<file path="src/rtl/segasys1_iportx_if.sv">
// CPU read port of the Sega System 1 input block.
// CPUCE/CPUIO/CPURD together form the sample point. DV/OD are registered one cycle later and hold until the next sample point.
interface segasys1_iportx_if;
  logic        CPUCE;
  logic [15:0] CPUAD;
  logic        CPUIO;
  logic        CPURD;
  logic        DV;
  logic [7:0]  OD;

  modport master (output CPUCE, CPUAD, CPUIO, CPURD, input DV, OD);
  modport slave  (input CPUCE, CPUAD, CPUIO, CPURD, output DV, OD);
endinterface

</file>
<file path="src/rtl/segasys1_iportx.sv">
// Debounced active-low input ports, DIP switch readback and coin pulse stretcher
// for the Sega System 1 CPU I/O space.
module segasys1_iportx #(
  parameter int          NPORT    = 3,
  parameter int          DBN      = 4,
  parameter int          PRESC    = 4800,
  parameter int          COINCH   = 2,
  parameter logic [7:0]  COINMASK = 8'h03,
  parameter int          COINHOLD = 3,
  parameter int          LEGACY   = 1
) (
  input  logic                 CLK48M,
  input  logic                 RESET,
  segasys1_iportx_if.slave     bus,
  input  logic                 VBLK,
  input  logic [8*NPORT-1:0]   INP,
  input  logic [7:0]           DSW0,
  input  logic [7:0]           DSW1
);
  localparam int         NB         = 8 * NPORT;
  localparam logic [3:0] DBN_LAST   = 4'(DBN - 1);
  localparam logic [15:0] PRESC_LAST = 16'(PRESC - 1);
  localparam logic [2:0] DSW_SEL    = 3'(NPORT);
  localparam bit         COIN_EN    = (COINCH < NPORT);
  localparam int         COIN_LSB   = COIN_EN ? 8 * COINCH : 0;
  localparam logic [3:0] HOLD_INIT  = 4'(COINHOLD);

  logic [15:0]          presc_q, presc_d;
  logic                 tick;
  logic [NB-1:0]        s1_q, s1_d, s2_q, s2_d, acc_q, acc_d;
  logic [NB-1:0][3:0]   cnt_q, cnt_d;
  logic [1:0]           vb_sync_q, vb_sync_d;
  logic                 vb_prev_q, vb_prev_d;
  logic                 vb_rise;
  logic [7:0][3:0]      hold_q, hold_d;
  logic [NB-1:0]        rd_val;
  logic [7:0]           od_q, od_d;
  logic                 dv_q, dv_d;
  logic                 bus_sp, sel;
  logic [7:0]           sel_data;
  logic [2:0]           chan;
  logic                 unused_ad;

  assign unused_ad = &{1'b0, bus.CPUAD[15:5]};

  always_comb begin
    tick    = (presc_q == PRESC_LAST);
    presc_d = tick ? 16'd0 : presc_q + 16'd1;
  end

  // Counter only advances while the synchronised sample disagrees with the accepted value.
  always_comb begin
    s1_d  = INP;
    s2_d  = s1_q;
    acc_d = acc_q;
    cnt_d = cnt_q;
    if (tick) begin
      for (int i = 0; i < NB; i++) begin
        if (s2_q[i] == acc_q[i]) begin
          cnt_d[i] = 4'd0;
        end else if (cnt_q[i] == DBN_LAST) begin
          acc_d[i] = s2_q[i];
          cnt_d[i] = 4'd0;
        end else begin
          cnt_d[i] = cnt_q[i] + 4'd1;
        end
      end
    end
  end

  always_comb begin
    vb_sync_d = {vb_sync_q[0], VBLK};
    vb_prev_d = vb_sync_q[1];
    vb_rise   = vb_sync_q[1] & ~vb_prev_q;
  end

  // A fresh press reloads the hold and wins over a coincident frame decrement.
  always_comb begin
    hold_d = hold_q;
    rd_val = acc_q;
    for (int b = 0; b < 8; b++) begin
      if (COIN_EN && COINMASK[b]) begin
        if (acc_q[COIN_LSB+b] && !acc_d[COIN_LSB+b]) begin
          hold_d[b] = HOLD_INIT;
        end else if (vb_rise && hold_q[b] != 4'd0) begin
          hold_d[b] = hold_q[b] - 4'd1;
        end
        if (hold_q[b] != 4'd0) begin
          rd_val[COIN_LSB+b] = 1'b0;
        end
      end
    end
  end

  // The legacy DSW1 alias takes priority over a channel mapped to the same address.
  always_comb begin
    bus_sp   = bus.CPUCE & bus.CPUIO & bus.CPURD;
    chan     = bus.CPUAD[4:2];
    sel      = 1'b0;
    sel_data = 8'hFF;
    if (LEGACY != 0 && bus.CPUAD[4:0] == 5'h10) begin
      sel      = 1'b1;
      sel_data = DSW1;
    end else if (chan == DSW_SEL) begin
      sel      = 1'b1;
      sel_data = bus.CPUAD[0] ? DSW1 : DSW0;
    end else begin
      for (int p = 0; p < NPORT; p++) begin
        if (chan == 3'(p)) begin
          sel      = 1'b1;
          sel_data = rd_val[8*p +: 8];
        end
      end
    end
    od_d = od_q;
    dv_d = dv_q;
    if (bus_sp) begin
      od_d = sel ? sel_data : 8'hFF;
      dv_d = sel;
    end
  end

  always_ff @(posedge CLK48M or posedge RESET) begin
    if (RESET) begin
      presc_q   <= '0;
      s1_q      <= '1;
      s2_q      <= '1;
      acc_q     <= '1;
      cnt_q     <= '0;
      vb_sync_q <= '0;
      vb_prev_q <= 1'b0;
      hold_q    <= '0;
      od_q      <= 8'hFF;
      dv_q      <= 1'b0;
    end else begin
      presc_q   <= presc_d;
      s1_q      <= s1_d;
      s2_q      <= s2_d;
      acc_q     <= acc_d;
      cnt_q     <= cnt_d;
      vb_sync_q <= vb_sync_d;
      vb_prev_q <= vb_prev_d;
      hold_q    <= hold_d;
      od_q      <= od_d;
      dv_q      <= dv_d;
    end
  end

  assign bus.DV = dv_q;
  assign bus.OD = od_q;
endmodule
</file>
<file path="src/flat_wrapper.sv">
// flat-port wrapper written by rule: the top's interface ports become plain ports
module segasys1_iportx_flat 
#(
  parameter int          NPORT    = 3,
  parameter int          DBN      = 4,
  parameter int          PRESC    = 4800,
  parameter int          COINCH   = 2,
  parameter logic [7:0]  COINMASK = 8'h03,
  parameter int          COINHOLD = 3,
  parameter int          LEGACY   = 1
)
  (CLK48M, RESET, VBLK, INP, DSW0, DSW1, bus_CPUCE, bus_CPUAD, bus_CPUIO, bus_CPURD, bus_DV, bus_OD);
  segasys1_iportx_if bus_i ();
  input  logic CLK48M;
  input  logic RESET;
  input  logic VBLK;
  input  logic [8*NPORT-1:0] INP;
  input  logic [7:0] DSW0;
  input  logic [7:0] DSW1;
  input wire logic [$bits(bus_i.CPUCE)-1:0] bus_CPUCE;
  input wire logic [$bits(bus_i.CPUAD)-1:0] bus_CPUAD;
  input wire logic [$bits(bus_i.CPUIO)-1:0] bus_CPUIO;
  input wire logic [$bits(bus_i.CPURD)-1:0] bus_CPURD;
  output wire logic [$bits(bus_i.DV)-1:0] bus_DV;
  output wire logic [$bits(bus_i.OD)-1:0] bus_OD;
  assign bus_i.CPUCE = bus_CPUCE;
  assign bus_i.CPUAD = bus_CPUAD;
  assign bus_i.CPUIO = bus_CPUIO;
  assign bus_i.CPURD = bus_CPURD;
  assign bus_DV = bus_i.DV;
  assign bus_OD = bus_i.OD;
  segasys1_iportx #(.NPORT(NPORT), .DBN(DBN), .PRESC(PRESC), .COINCH(COINCH), .COINMASK(COINMASK), .COINHOLD(COINHOLD), .LEGACY(LEGACY)) u_core (.CLK48M(CLK48M), .RESET(RESET), .bus(bus_i), .VBLK(VBLK), .INP(INP), .DSW0(DSW0), .DSW1(DSW1));
endmodule
</file>
<file path="config.mk">
export PLATFORM = sky130hd
export DESIGN_NAME = segasys1_iportx_flat
export DESIGN_NICKNAME = d
export VERILOG_FILES = /design/src/rtl/segasys1_iportx_if.sv /design/src/rtl/segasys1_iportx.sv /design/src/flat_wrapper.sv
export SDC_FILE = /design/constraint.sdc
export NUM_CORES = 1
export LEC_CHECK = 0
export CAP_MARGIN = 0
export CORE_MARGIN = 2
export CORE_UTILIZATION = 45
export CTS_CLUSTER_DIAMETER = 60
export DETAILED_ROUTE_END_ITERATION = 6
export GPL_ROUTABILITY_DRIVEN = 0
export PLACE_DENSITY_LB_ADDON = 0.1
export SETUP_SLACK_MARGIN = 0.5
export SYNTH_ARGS = -nofsm -noshare
export SYNTH_HDL_FRONTEND = slang
export SYNTH_SLANG_ARGS = --single-unit
export TNS_END_PERCENT = 1
</file>
<file path="constraint.sdc">
create_clock -name CLK48M -period 9.2 [get_ports CLK48M]
set_clock_uncertainty 0.2 [all_clocks]
set_input_delay 1.84 -clock CLK48M [delete_from_list [all_inputs] [get_ports CLK48M]]
set_output_delay 1.84 -clock CLK48M [all_outputs]
set_load 0.01 [all_outputs]
</file>
==> results of run 1 <==
placed cells by master, fill, tap and decap left out, types with 5 or more instances in the layout:
master,netlist,layout
a21o_1,21,21
a31oi_1,8,8
and2_1,5,5
buf_4,3,5
clkbuf_1,16,6
clkbuf_16,0,25
clkbuf_8,0,7
clkdlybuf4s50_1,0,59
dfrtp_1,124,124
dfstp_2,80,80
ha_1,29,29
inv_1,10,9
mux2_1,10,10
mux2_2,20,20
nand2_1,106,106
nand3_1,102,102
nand3b_1,25,25
nor2_1,51,51
nor3_1,5,5
nor3b_1,27,27
nor4_1,21,21
o21ai_0,43,43
o221ai_1,6,6
o311ai_0,6,6
o31ai_1,26,26
or4_1,23,23
xnor2_1,30,30
xor2_1,36,36
layout make-up:
class / instances / area [sq um] / share of cell area, %
Tap cell: 275 / 344 / 3.06
Clock buffer: 38 / 744 / 6.61
Sequential cell: 204 / 5200 / 46.2
Clock inverter: 6 / 58.8 / 0.522
Multi-Input combinational cell: 644 / 4230 / 37.6
Inverter: 10 / 45.0 / 0.400
Timing Repair Buffer: 64 / 628 / 5.58
path summary, 6_finish.rpt:
path                                                    start                            end  slack [ns]  depth (start not counted)
worst max register to register    u_core.presc_q[0]$_DFF_PP0_   u_core.hold_q[5]$_DFFE_PP0P_        5.96                          7
min in group asynchronous                               RESET    u_core.presc_q[4]$_DFF_PP0_        1.68                          2
worst min register to register  u_core.vb_sync_q[0]$_DFF_PP0_  u_core.vb_sync_q[1]$_DFF_PP0_        0.15                          0
worst min-delay path            u_core.vb_sync_q[0]$_DFF_PP0_  u_core.vb_sync_q[1]$_DFF_PP0_        0.15                          0
max in group asynchronous                               RESET  u_core.vb_sync_q[0]$_DFF_PP0_        5.58                          3
worst max-delay path                             bus_CPUAD[4]   u_core.bus.OD[5]$_DFFE_PP1P_        5.53                          5
cell usage after synthesis, drive strengths merged, types with 25 or more instances:
cell | instances | share of area, %
o21ai | 43 | 2.2
xnor2 | 30 | 2.7
nor3b | 27 | 2.1
nand3b | 25 | 1.9
nand3 | 102 | 5.3
nand2 | 106 | 4.1
dfstp | 80 | 22
dfrtp | 124 | 32
o31ai | 26 | 2.0
mux2 | 30 | 3.5
xor2 | 36 | 3.3
nor2 | 51 | 2.0
ha | 29 | 3.8
worst register-to-register path: stages (launching register included):
cell and delay, ns:
dfrtp_1 0.38, ha_1 0.31, and4bb_2 0.30, nand4_4 0.08, buf_4 0.55, buf_4 0.79
nor4b_2 0.19, or2_2 0.33
report_power, final:
part           internal [W]  switching (W)
logic             0.0000466      0.0000502
registers          0.000929      0.0000125
clock network      0.000582       0.000365
registers in the layout, indices dropped and copies added, names as in the netlist:
signal / flops
u_core.acc_q: 24
u_core.bus.DV: 1
u_core.bus.OD: 8
u_core.cnt_q: 96
u_core.hold_q: 8
u_core.presc_q: 16
u_core.s1_q: 24
u_core.s2_q: 24
u_core.vb_prev_q: 1
u_core.vb_sync_q: 2
cells by family after synthesis:
logic type	after synthesis
buffers and inverters	46
AND/OR/NAND/NOR	395
XOR/XNOR	66
multiplexers	32
flip-flops	204
AO/OA/AOI/OAI	122
adder cells (fa/ha/maj)	29
per-stage QoR:
step / total power, W / std cells / worst slack (ns) / utilization [%] / hold slack, ns
floorplan: 0.00100 / 894 / 1.72 / - / 0.131
global placement: 0.00105 / 1197 / 4.88 / 49.7 / 0.145
detailed placement: 0.00106 / 1197 / 4.86 / 49.7 / 0.136
CTS: 0.00202 / 1241 / 5.42 / 53.5 / 0.155
global route: 0.00207 / 1241 / 5.15 / 53.5 / 0.158
finish: 0.00198 / 1241 / 5.53 / 53.5 / 0.151
layer usage:
metal,vias to the layer above,part of all wire (%)
met2,95,46
met4,0,2.2
li1,3350,-
met5,-,0
met1,3338,48
met3,32,3.7
==> results.json, run 1 <==
{
  "ir_worst_vdd_mv": 0.109,
  "clkTransAtPathRegs_ns": 0.05,
  "met3_usage_pct": 3.33,
  "grt-busiest-layer": "met2",
  "wire_per_inst_um": 15.7,
  "setup_viol": 0,
  "worstPathRequired_ns": 9.40,
  "port_buffers": 59,
  "ant_nets": 0,
  "fillers": 1841,
  "synth-simple-area-share_pct": 22.0,
  "setup_tns_ns": 0,
  "grt_usage_pct": 17.7,
  "ys_warn_count": 0,
  "viasPerCell": 5.49,
  "async_flop_share_pct": 100,
  "cts-root-buf": "clkbuf_16",
  "synth_fa_ha_area_share_pct": 3.76,
  "die_area_sq_um": 22600,
  "synth_top_family_by_area": "simple AND/OR/NAND/NOR gates",
  "crit_family": "buffers and inverters",
  "cpMaxStageDelayCell": "clkdlybuf4s50_1",
  "p_leak_nw": 5.09,
  "antenna_found_initial": 0,
  "cpPeakStageDelay_ns": 0.95,
  "area_growth_pct": 16.6,
  "ys_seq_area_share_pct": 53.9,
  "final_area_sq_um": 11300,
  "grt_pass1_wl_um": 32400,
  "synth_top_flop_cell": "dfrtp_1",
  "fp.dieW_um": 150,
  "tritoncts": "built",
  "num_rows": 53,
  "cp-start-kind": "input port",
  "cts_max_path_buffers": 3,
  "cts_hold_buf": 0,
  "max_slew_margin_pct": 31.4,
  "synth_edf_count": 0,
  "cp_num_buf_inv": 1,
  "maxSlewViolCount": 0,
  "tritoncts.num_buffers": 25,
  "worstSetupPathType": "input port to register",
  "postPlaceCellArea_sq_um": 10500,
  "synth_mux_area_share_pct": 3.71,
  "nets": 1040,
  "io_pins": 71,
  "core_sq_um": 21000,
  "antenna_cells": 0,
  "cts_resized": 0,
  "wl_um": 19500,
  "drt_pass1_iterations": 5,
  "fin_crit_sh_pct": 39.9,
  "layout_min_cycle_time_ns": 3.67,
  "crit_path_max_fanout": 26,
  "grt.met2_usage_pct": 28.4,
  "drt_iter0_drc": 253,
  "hold_class": "register to register",
  "grt_pass1_vias": 6536,
  "grt_max_degree": 121,
  "post_cts_buffers": 0,
  "clock_latency_ns": 0.51,
  "start_util_pct": 45.9,
  "clock_sinks": 204,
  "outcome": "complete, no violations",
  "hold_viol": 0,
  "drive_gt1_share_pct": 16.1,
  "worstMarginPinSlew_ns": 1.03,
  "syn_area_sq_um": 9660,
  "synth_compound_area_share_pct": 8.40,
  "syn_inst": 894,
  "die_h_um": 150,
  "met1_usage_pct": 24.7,
  "ys_types": 52,
  "synth_xor_area_share_pct": 5.99,
  "vias": 6815,
  "grt-ovfl-total": 0,
  "drc_errors": 0,
  "syn_nets": 985,
  "worstPathCellList": "clkdlybuf4s50_1, nor3b_1, o311ai_0, o221ai_1, a31oi_1",
  "dp_hpwl_um": 12600,
  "htreeDepth": 1,
  "end_kind": "register",
  "rsz0062_at_grt": "no",
  "synth-seq-cells": 204,
  "cp_data_arrival_time_ns": 3.87,
  "syn_area_per_cell_sq_um": 10.8,
  "powerDensity_nw_per_um2": 176,
  "max-cap-violations": 0,
  "fmax_ghz": 0.273
}
(Power assumes the default switching activity.)
==> inputs of run 2 (changes only) <==
==> constraint.sdc (replaced) <==
create_clock -name CLK48M -period 2.9 [get_ports CLK48M]
set_clock_uncertainty 0.2 [all_clocks]
set_input_delay 0.58 -clock CLK48M [delete_from_list [all_inputs] [get_ports CLK48M]]
set_output_delay 0.58 -clock CLK48M [all_outputs]
set_load 0.01 [all_outputs]
==> run 2 against run 1 <==
  * Critical endpoint is now bus_OD[2]
  * Highest routed layer unchanged
  * Sequential share of layout area decreased by 0.64 points
  * Largest cell class unchanged
  * Total power increased to 3.2 times the previous value
  * Worst setup slack got worse by 5.0 ns
  * Global-route usage decreased by 0.062 points
==> results.json, run 2 (synthesis gave the netlist of run 1 again) <==
{
  "outcome": "complete, no violations",
  "end_kind": "primary output",
  "htreeDepth": 1,
  "regMostFlops": "u_core.cnt_q",
  "vias": 6753,
  "seq_area_sq_um": 5200,
  "die_h_um": 150,
  "cpMaxStageDelayCell": "clkdlybuf4s50_1",
  "final_cell_mix": "dfrtp_1, nand2_1, nand3_1",
  "port_buffers": 59,
  "area_growth_pct": 18.2,
  "rsz0062_at_grt": "yes",
  "grt_pass1_wl_um": 32200,
  "layout_min_cycle_time_ns": 2.36,
  "fin_crit_sh_pct": 81.5,
  "p_leak_nw": 5.19,
  "wl_um": 19400,
  "hold_ws_ns": 0.153,
  "crit_family": "buffers and inverters",
  "tritoncts": "built",
  "crit_path_max_fanout": 2,
  "grt_usage_pct": 17.7,
  "core_sq_um": 21000,
  "drt_iter0_drc": 297,
  "worstSetupPathType": "register to primary output",
  "hold_class": "register to register",
  "p_sw_w": 0.00134,
  "cp.depth": 1,
  "fillers": 1864,
  "max_slew_margin_pct": 55.8,
  "ir_worst_vdd_mv": 0.519,
  "cp_num_buf_inv": 1,
  "layout.cells.non_filler": 1251,
  "drt_pass1_iterations": 4,
  "post_cts_buffers": 0,
  "antenna_cells": 0,
  "grt_pass1_vias": 6401,
  "powerDensity_nw_per_um2": 556,
  "start_util_pct": 45.9,
  "worstPathRequired_ns": 2.12,
  "drc_errors": 0,
  "setup_viol": 0,
  "clkTransAtPathRegs_ns": 0.06,
  "worstMarginPinSlew_ns": 0.662,
  "r2r_cells": 6,
  "tritoncts.num_buffers": 24,
  "power.clock.fraction_pct": 47.9,
  "hold_path_depth": 0,
  "fp.dieW_um": 150,
  "multiInputGateArea_sq_um": 4230,
  "die_area_sq_um": 22600,
  "wire_per_inst_um": 15.5,
  "nets": 1050,
  "grt-ovfl-total": 0,
  "io_pins": 71,
  "cpPeakStageDelay_ns": 0.54,
  "drive_gt1_share_pct": 17.2,
  "max-cap-violations": 0,
  "cts-root-buf": "clkbuf_16",
  "worstPathCellList": "clkdlybuf4s50_1",
  "ant_nets": 0,
  "p_int_w": 0.00500,
  "viasPerCell": 5.40,
  "dp_hpwl_um": 13000,
  "seq_power_share_pct": 47.0,
  "cts_max_path_buffers": 3,
  "swShare_pct": 21.2,
  "final_common_cell": "dfrtp_1",
  "largest_reg_flops": 96,
  "clock_latency_ns": 0.51,
  "postPlaceCellArea_sq_um": 10600,
  "final_area_sq_um": 11400,
  "num_rows": 53,
  "clock_sinks": 204,
  "share_comb_of_total_power_pct": 5.0,
  "antenna_found_initial": 0,
  "dp.cells": 1208,
  "maxSlewViolCount": 0,
  "hold_viol": 0,
  "cp_data_arrival_time_ns": 1.58,
  "fmax_ghz": 0.423,
  "grt_max_degree": 82,
  "cp-start-kind": "register",
  "setup_tns_ns": 0
}
==> run 2: per-layer routing <==
layer	part of all wire, %	vias to the layer above	GRT usage [%]
met4	2.3	0	4.95
met2	46	95	28.2
li1	-	3364	-
met3	3.5	33	2.88
met1	48	3261	25.1
met5	0	-	0
==> run 2: stage by stage <==
stage | power, W | setup slack, ns | utilization, %
finish | 0.00635 | 0.535 | 54.3
global route | 0.00661 | 0.484 | 54.3
CTS | 0.00645 | 0.501 | 54.3
detailed placement | 0.00336 | 0.323 | 50.4
global placement | 0.00336 | 0.354 | 50.4
floorplan | 0.00318 | -0.459 | -
==> run 2: path summary, 6_finish.rpt <==
kind                                              startpoint                      endpoint  slack (ns)
worst min register to register     u_core.s1_q[19]$_DFF_PP1_     u_core.s2_q[19]$_DFF_PP1_        0.15
worst max register to register   u_core.presc_q[0]$_DFF_PP0_  u_core.cnt_q[35]$_DFFE_PP0P_        0.65
max in group asynchronous                              RESET     u_core.s1_q[19]$_DFF_PP1_        1.54
worst max-delay path            u_core.bus.OD[2]$_DFFE_PP1P_                     bus_OD[2]        0.54
min in group asynchronous                              RESET  u_core.cnt_q[78]$_DFFE_PP0P_        0.23
worst min-delay path               u_core.s1_q[19]$_DFF_PP1_     u_core.s2_q[19]$_DFF_PP1_        0.15
==> run 2: layout make-up <==
type                    instances  share of cell area, %
clock buffers                  36                   6.37
clock inverters                 7                  0.745
inverters                      10                  0.362
multi-input cells             644                   37.1
flip-flops and latches        204                   45.6
well taps                     275                   3.01
repair buffers                 75                   6.83
==> run 2: repair_timing <==
action	in CTS	in global routing
setup endpoints to repair	0	37
gates resized for setup	0	3
hold buffers	0	0
==> run 2: power groups by stage <==
stage	registers, W	logic (W)	clock network [W]
2_1_floorplan	0.00303	0.000147	0
3_3_place_gp	0.00303	0.000327	0
3_5_place_dp	0.00303	0.000327	0
4_1_cts	0.00299	0.000328	0.00314
5_1_grt	0.00299	0.000360	0.00326
6_report	0.00299	0.000320	0.00304
